### src/rtl/branch_predict_ctrl_pkg.sv
// Shared processor package: FSM encodings, counter width default and the
// Decode-stage prediction record used by the branch prediction controller.
package branch_predict_ctrl_pkg;

    localparam int CNT_W_DEFAULT = 16;

    typedef enum logic [0:0] {
        ST_RUN      = 1'b0,
        ST_REDIRECT = 1'b1
    } bp_state_e;

    typedef struct packed {
        logic        valid;
        logic        pred_taken;
        logic [31:0] pred_pc;
    } dec_rec_t;

    localparam dec_rec_t DEC_REC_CLEAR = '{valid: 1'b0, pred_taken: 1'b0, pred_pc: 32'h0000_0000};

endpackage

### src/rtl/branch_predict_ctrl_sat_counter.sv
// Saturating up-counter for the branch statistics; holds at all-ones.
module sat_counter #(
    parameter int W = 16
) (
    input  logic         clk,
    input  logic         reset,
    input  logic         inc,
    output logic [W-1:0] count
);

    logic [W-1:0] count_q;
    logic [W-1:0] count_d;

    // Increment unless already at the maximum value.
    always_comb begin
        count_d = count_q;
        if (inc && (count_q != {W{1'b1}})) begin
            count_d = count_q + {{(W-1){1'b0}}, 1'b1};
        end else begin
            count_d = count_q;
        end
    end

    // Counter register with synchronous reset.
    always_ff @(posedge clk) begin
        if (reset) begin
            count_q <= {W{1'b0}};
        end else begin
            count_q <= count_d;
        end
    end

    assign count = count_q;

endmodule

### src/rtl/branch_predict_ctrl.sv
// Branch prediction controller: picks the next Fetch PC from the BTB hint,
// checks the hint when the branch resolves in Decode and redirects on a miss.
module branch_predict_ctrl
    import branch_predict_ctrl_pkg::*;
#(
    parameter int CNT_W = CNT_W_DEFAULT
) (
    input  logic             clk,
    input  logic             reset,
    input  logic             stallF,
    input  logic             stallD,
    input  logic             branchstall,
    input  logic [31:0]      PCF,
    input  logic [31:0]      PCPlus4F,
    input  logic             prediction,
    input  logic [31:0]      predictedPC,
    input  logic             predEnable,
    input  logic             isBranchD,
    input  logic             branchTakenD,
    input  logic [31:0]      branchTargetD,
    input  logic [31:0]      PCPlus4D,
    output logic [31:0]      PCNextF,
    output logic             pcEnF,
    output logic             flushD,
    output logic             mispredictD,
    output logic             btbUpdateD,
    output logic [CNT_W-1:0] branchCount,
    output logic [CNT_W-1:0] mispredictCount
);

    bp_state_e state_q;
    bp_state_e state_d;
    dec_rec_t  rec_q;
    dec_rec_t  rec_d;

    logic take_f_s;
    logic resolve_s;
    logic dir_wrong_s;
    logic tgt_wrong_s;
    logic alias_s;
    logic mispredict_s;
    logic unused_pcf_s;

    // The BTB is indexed externally; the Fetch PC itself is not needed here.
    assign unused_pcf_s = ^PCF;

    // Fetch hint qualification and Decode-stage resolution checks.
    always_comb begin
        take_f_s     = prediction & predEnable;
        resolve_s    = rec_q.valid & ~stallD & ~branchstall & (state_q == ST_RUN) & ~reset;
        dir_wrong_s  = isBranchD & (rec_q.pred_taken != branchTakenD);
        tgt_wrong_s  = isBranchD & branchTakenD & rec_q.pred_taken & (rec_q.pred_pc != branchTargetD);
        alias_s      = ~isBranchD & rec_q.pred_taken;
        mispredict_s = resolve_s & (dir_wrong_s | tgt_wrong_s | alias_s);
    end

    // FSM state register.
    always_ff @(posedge clk) begin
        if (reset) begin
            state_q <= ST_RUN;
        end else begin
            state_q <= state_d;
        end
    end

    // FSM next-state logic: a redirect occupies exactly one cycle.
    always_comb begin
        state_d = state_q;
        case (state_q)
            ST_RUN: begin
                if (mispredict_s) begin
                    state_d = ST_REDIRECT;
                end else begin
                    state_d = ST_RUN;
                end
            end
            ST_REDIRECT: state_d = ST_RUN;
            default:     state_d = ST_RUN;
        endcase
    end

    // FSM outputs: redirect overrides both the hint and the Fetch stall.
    always_comb begin
        flushD      = mispredict_s;
        mispredictD = mispredict_s;
        btbUpdateD  = resolve_s & isBranchD;
        pcEnF       = reset | mispredict_s | ~stallF;
        if (mispredict_s) begin
            if (isBranchD && branchTakenD) begin
                PCNextF = branchTargetD;
            end else begin
                PCNextF = PCPlus4D;
            end
        end else if (take_f_s) begin
            PCNextF = predictedPC;
        end else begin
            PCNextF = PCPlus4F;
        end
    end

    // Decode record next value: flush beats stall.
    always_comb begin
        rec_d = rec_q;
        if (mispredict_s) begin
            rec_d = DEC_REC_CLEAR;
        end else if (!stallD) begin
            rec_d = '{valid: 1'b1, pred_taken: take_f_s, pred_pc: predictedPC};
        end else begin
            rec_d = rec_q;
        end
    end

    // Decode record register.
    always_ff @(posedge clk) begin
        if (reset) begin
            rec_q <= DEC_REC_CLEAR;
        end else begin
            rec_q <= rec_d;
        end
    end

    sat_counter #(.W(CNT_W)) u_branch_cnt (
        .clk   (clk),
        .reset (reset),
        .inc   (btbUpdateD),
        .count (branchCount)
    );

    sat_counter #(.W(CNT_W)) u_mispredict_cnt (
        .clk   (clk),
        .reset (reset),
        .inc   (mispredictD),
        .count (mispredictCount)
    );

endmodule

### config.mk
export PLATFORM = sky130hd
export DESIGN_NAME = branch_predict_ctrl
export DESIGN_NICKNAME = d
export VERILOG_FILES = /design/src/rtl/branch_predict_ctrl_pkg.sv /design/src/rtl/branch_predict_ctrl_sat_counter.sv /design/src/rtl/branch_predict_ctrl.sv
export SDC_FILE = /design/constraint.sdc
export NUM_CORES = 1
export LEC_CHECK = 0
export ABC_AREA = 1
export BUFFER_PORTS_ARGS = -buffer_cell sky130_fd_sc_hd__buf_4
export CORE_ASPECT_RATIO = 1.1
export CORE_MARGIN = 2
export CORE_UTILIZATION = 30
export CTS_CLUSTER_DIAMETER = 50
export DETAILED_ROUTE_END_ITERATION = 16
export PLACE_DENSITY = 0.53
export SETUP_SLACK_MARGIN = 0.05
export SYNTH_ARGS = -nofsm -noshare
export SYNTH_HDL_FRONTEND = slang
export SYNTH_SLANG_ARGS = --single-unit
### constraint.sdc
create_clock -name clk -period 2.6 [get_ports clk]
set_clock_uncertainty 0.15 [all_clocks]
set_input_delay 0.26 -clock clk [delete_from_list [all_inputs] [get_ports clk]]
set_output_delay 0.26 -clock clk [all_outputs]
set_load 0.005 [all_outputs]
; After elaboration in Yosys (flattened, before gate mapping)
; Index checks and enable logic that the tools add are counted.
[totals]
ff_bits = 67
[classes]
addsub = 2
n_eq_ne = 4
n_mux = 5
bitwise_logic = 22
n_reduce_logical = 4
[op_table]
columns = cell, n
row1 = 2-to-1 mux 32 bit, 3
row2 = "adder 16 x 1 -> 16 bit, second input constant", 2
row3 = "inequality test 16 bit, second input constant", 2
row4 = inequality test 32 bit, 1
row5 = AND 1 bit, 12
row6 = inverter 1 bit, 6
row7 = OR 1 bit, 4
row8 = logical AND 1 bit, 3
row9 = case mux 1 bit (2 select lines), 1
row10 = OR reduction 2 bit, 1
row11 = 2-to-1 mux 1 bit, 1
row12 = inequality test 1 bit, 1

; Logic depth before layout (Yosys ltp)
[logic_depth]
ltp_word = 8
ltp_mapped = 13
mapped_depth_nobuf = 13

; By module
; A second synthesis with hierarchy kept.
[hier_totals]
cells_unflattened = 715
hier_area_um2 = 4829.6
[by_module_without_submodules]
columns = module, instances, cells_each, area_each_um2, seq_area_each_um2
row1 = branch_predict_ctrl, 1, 417, 2970.3, 700.7
row2 = sat_counter, 2, 149, 929.6, 320.3

; Least setup slack after synthesis
; No wires, ideal clock.
[synth_timing]
path_type = input -> output
from = input port reset
to = output port PCNextF[16]
t_arrival_ps = 1464
required_time_ps = 2190
path_slack_ps = 726
stages = 9
path_buffers = 3
path_cell_list = buf_2 nor3_2 nand3_1 a21oi_2 nand2_4 buf_6 buf_6 o211ai_1 o21ai_1
[synth_between]
elab_chain_len = 4
[synth_rtl]
columns = item, line_no
row1 = "start, declared", branch_predict_ctrl.sv:9  ; input logic reset,
row2 = inverter 1 bit, branch_predict_ctrl.sv:50  ; resolve_s = rec_q.valid & ~stallD & ~branchstall & (state_q == ST_RUN) & ~reset;
row3 = AND 1 bit, branch_predict_ctrl.sv:50
row4 = AND 1 bit, branch_predict_ctrl.sv:54  ; mispredict_s = resolve_s & (dir_wrong_s | tgt_wrong_s | alias_s);
row5 = 2-to-1 mux 32 bit, branch_predict_ctrl.sv:88  ; if (mispredict_s) begin
row6 = "end, declared", branch_predict_ctrl.sv:22  ; output logic [31:0] PCNextF,
; No other way between the ends.

; Worst setup path in the final report
[layout_timing]
from = register state_q
to = output port PCNextF[14]
[layout_between]
elab_chain_len = 5
[layout_rtl]
columns = item, line_no
row1 = "start, declared", branch_predict_ctrl.sv:31  ; bp_state_e state_q;
row2 = "start signal, assigned", branch_predict_ctrl.sv:62  ; state_q <= state_d;
row3 = inverter 1 bit, n/a
row4 = AND 1 bit (2 in series), branch_predict_ctrl.sv:50
row5 = AND 1 bit, branch_predict_ctrl.sv:54
row6 = 2-to-1 mux 32 bit, branch_predict_ctrl.sv:88
; No other way between the ends.

==> flow_summary.yaml <==
floorplanning:
  die_width_um: 123
  num_io_pins: 237
  rows: 47
  dieArea_sq_um: 16500
  coreArea_sq_um: 15100
  die-height_um: 135
  start_util: 0.308
sta:
  tns_ns: 0
  relSlewSlack: 0.715
  setup_viol: 0
  rsz0062_at_grt: "true"
  worstMarginPinSlew_ns: 0.427
  fmax_mhz: 414
  finalHoldViolCount: 0
  period_share: 0.928
  maxSlewViolCount: 0
  period_needed_ns: 2.41
  setup_ws_ns: 0.187
power_and_ir_drop:
  p_seq_frac: 0.356
  pwr-share-comb: 0.198
  p_sw_frac: 0.250
  power.total_uw: 3040
  p_leak_uw: 0.00328
  powerDensity_nw_per_um2: 443
  clkPwrFrac: 0.445
  max-vdd-ir-drop_mv: 0.290
  switchingPower_uw: 760
  internal-power_uw: 2280
synth:
  syn_nets: 890
  yosys.area.top_type_share: 0.288
  yosys.area.top_type: "dfxtp_1"
  ys_seq_area_frac: 0.288
  syn_avg_cell_area_sq_um: 6.47
  synth_cell_types: 34
  synthesis.area_sq_um: 4650
  synth-seq-cells: 67
  syn_inst: 719
  yosysWarnings: 0
  ys_top_cells_by_area: "dfxtp_1, nand2_1, inv_1"
cells_and_area:
  multi_input_area_sq_um: 2800
  layout_commonest_cell: "buf_4"
  drive_above_1_share: 0.300
  register_area_sq_um: 1340
  nets: 1090
  nFillCells: 1623
  layout_common_cells: "buf_4, nand2_1, inv_1, nor2_1, dfxtp_1"
  syn2layout_area_growth_pct: 47.5
  diodes: 0
setup_path:
  ff2ff_path_depth: 10
  crit_path_start: "state_q$_SDFF_PP0_"
  r2r-end: "u_mispredict_cnt.count[1]$_SDFFE_PP0P_"
  cp.arrival_ns: 2.00
  cp_max_fo: 11
  worstReg2RegStart: "u_mispredict_cnt.count[1]$_SDFFE_PP0P_"
  worstSetupStartpointType: "flop"
  reg2reg_slack_ns: 0.47
  critPathKind: "flop to output port"
  timing.critical_path.to_type: "output port"
  cp.required_ns: 2.19
global_routing:
  grt_pass1_wl_um: 24800
  grt_pass1_vias: 4970
  antenna_found_initial: 0
  met1_usage: 0.234
  grt_use_total: 0.192
  grt_overflow: 0
  grt_max_degree: 66
  busiest_layer: "met2"
  grt_util_met3: 0.0490
  grt_util_met2: 0.324
hold_path:
  holdPathStages: 3
  min-delay-start: "predictedPC[29]"
  hold_class: "input port to flop"
  min_to: "rec_q[29]$_SDFFE_PP0N_"
drt:
  firstDrtPassIters: 4
  drt_iter0_drc: 214
  vias: 5152
  vias_per_cell: 4.60
  ant_nets: 0
  routedWlPerCell_um: 14.0
  drt-total-wl_um: 15700
  drcViolationCount: 0
clock_network:
  cts_tree: "done"
  clock_latency_ns: 0.34
  root_buffer: "clkbuf_16"
  cts_inserted_buffers: 9
  clk_transition_reported_paths_ns: 0.06
  cts_buffer_depth: 2
  cts.sinks: 67
  h-tree-depth: 3
place:
  pre_cts_slack_ns: 0.289
  port_buffers: 204
  hpwl_um: 12000
  globalplace.congestion: 0.867
outcome:
  status: "finished, final reports clean"
job:
  drv_cap: 0
[worst max path at each step]
| stage | end | slack [ns] |
|---|---|---|
| after floorplan | PCNextF[16] | 0.73 |
| after global placement | PCNextF[14] | 0.28 |
| after detailed placement | PCNextF[14] | 0.29 |
| after CTS | PCNextF[14] | 0.08 |
| after global routing | PCNextF[4] | 0.04 |
| final | PCNextF[14] | 0.19 |
[per-layer routing]
metal,share of wire,vias up
li1,-,2733
met1,0.44,2255
met2,0.48,146
met3,0.058,18
met4,0.018,0
met5,0,-
[cell usage after synthesis]
cell	number
inv_1	90
buf_4	1
nor3_1	11
dfxtp_1	67
clkinv_1	1
nand3_4	1
nor2_1	69
buf_8	1
mux2i_1	20
nand2_1	191
a31oi_1	1
nand3_2	1
nand2_2	1
o21ai_2	8
buf_6	4
nand3_1	18
nand3b_1	1
o211ai_2	10
xor2_1	19
buf_2	10
clkbuf_1	16
ha_1	2
nand4_1	19
a21oi_2	1
a21oi_1	58
o211ai_1	22
o21ai_1	22
nor3_2	2
o21ai_0	28
nor2_2	2
xnor2_1	14
buf_1	5
nand2_4	2
inv_2	1
[worst max-delay path, cell delays in order, from the launching register on]
cell and delay, ns:
dfxtp_1 0.30, nor3_2 0.16, nand3_1 0.18, a21oi_2 0.28, nand2_8 0.13, buf_12 0.16
clkbuf_16 0.16, o21ai_1 0.15, buf_4 0.13
[layout make-up]
type / count / area share
Clock buffer: 12 / 0.0374
Clock inverter: 4 / 0.0106
Multi-Input combinational cell: 523 / 0.409
Timing Repair Buffer: 226 / 0.261
Sequential cell: 67 / 0.196
Tap cell: 196 / 0.0358
Inverter: 92 / 0.0504
[repair_timing]
item,4_1_cts,5_1_grt
resized for setup,2,7
gates cloned,0,1
pin swaps,0,3
buffers inserted,0,6
hold buffers,0,0
endpoints found under the setup margin,24,29
[state kept, by name (all words and copies together) (netlist names)]
register	count
state_q	1
rec_q	34
u_branch_cnt.count	16
u_mispredict_cnt.count	16
[cells by family (layout without fill, tap and decap cells)]
kind of cell    Yosys count  in the layout  share of synthesized area
compound gates          150            150                      0.197
xor+xnor                 33             33                     0.0622
mux                      20             20                     0.0431
flops                    67             67                      0.288
fa+ha+maj                 2              2                    0.00538
simple gates            318            318                      0.287
buf+inv                 129            334                      0.117
[per-stage QoR]
step           area, sq um  cells  utilization  hold WS (ns)
3_3_place_gp          6410   1097        0.424         0.315
6_report              6860   1120        0.454        0.0373
3_5_place_dp          6410   1097        0.424         0.318
2_1_floorplan         4650    719            -         0.253
4_1_cts               6750   1113        0.446        0.0242
5_1_grt               6860   1120        0.454        0.0363
[power groups by stage]
stage / sequential [uW] / clock, uW / combinational (uW)
after global routing: 1090 / 1440 / 673
final: 1080 / 1350 / 603
after detailed placement: 1100 / 0 / 601
after CTS: 1080 / 1400 / 604
after global placement: 1100 / 0 / 600
after floorplan: 1100 / 0 / 284
Power figures use the tool's default switching activity.
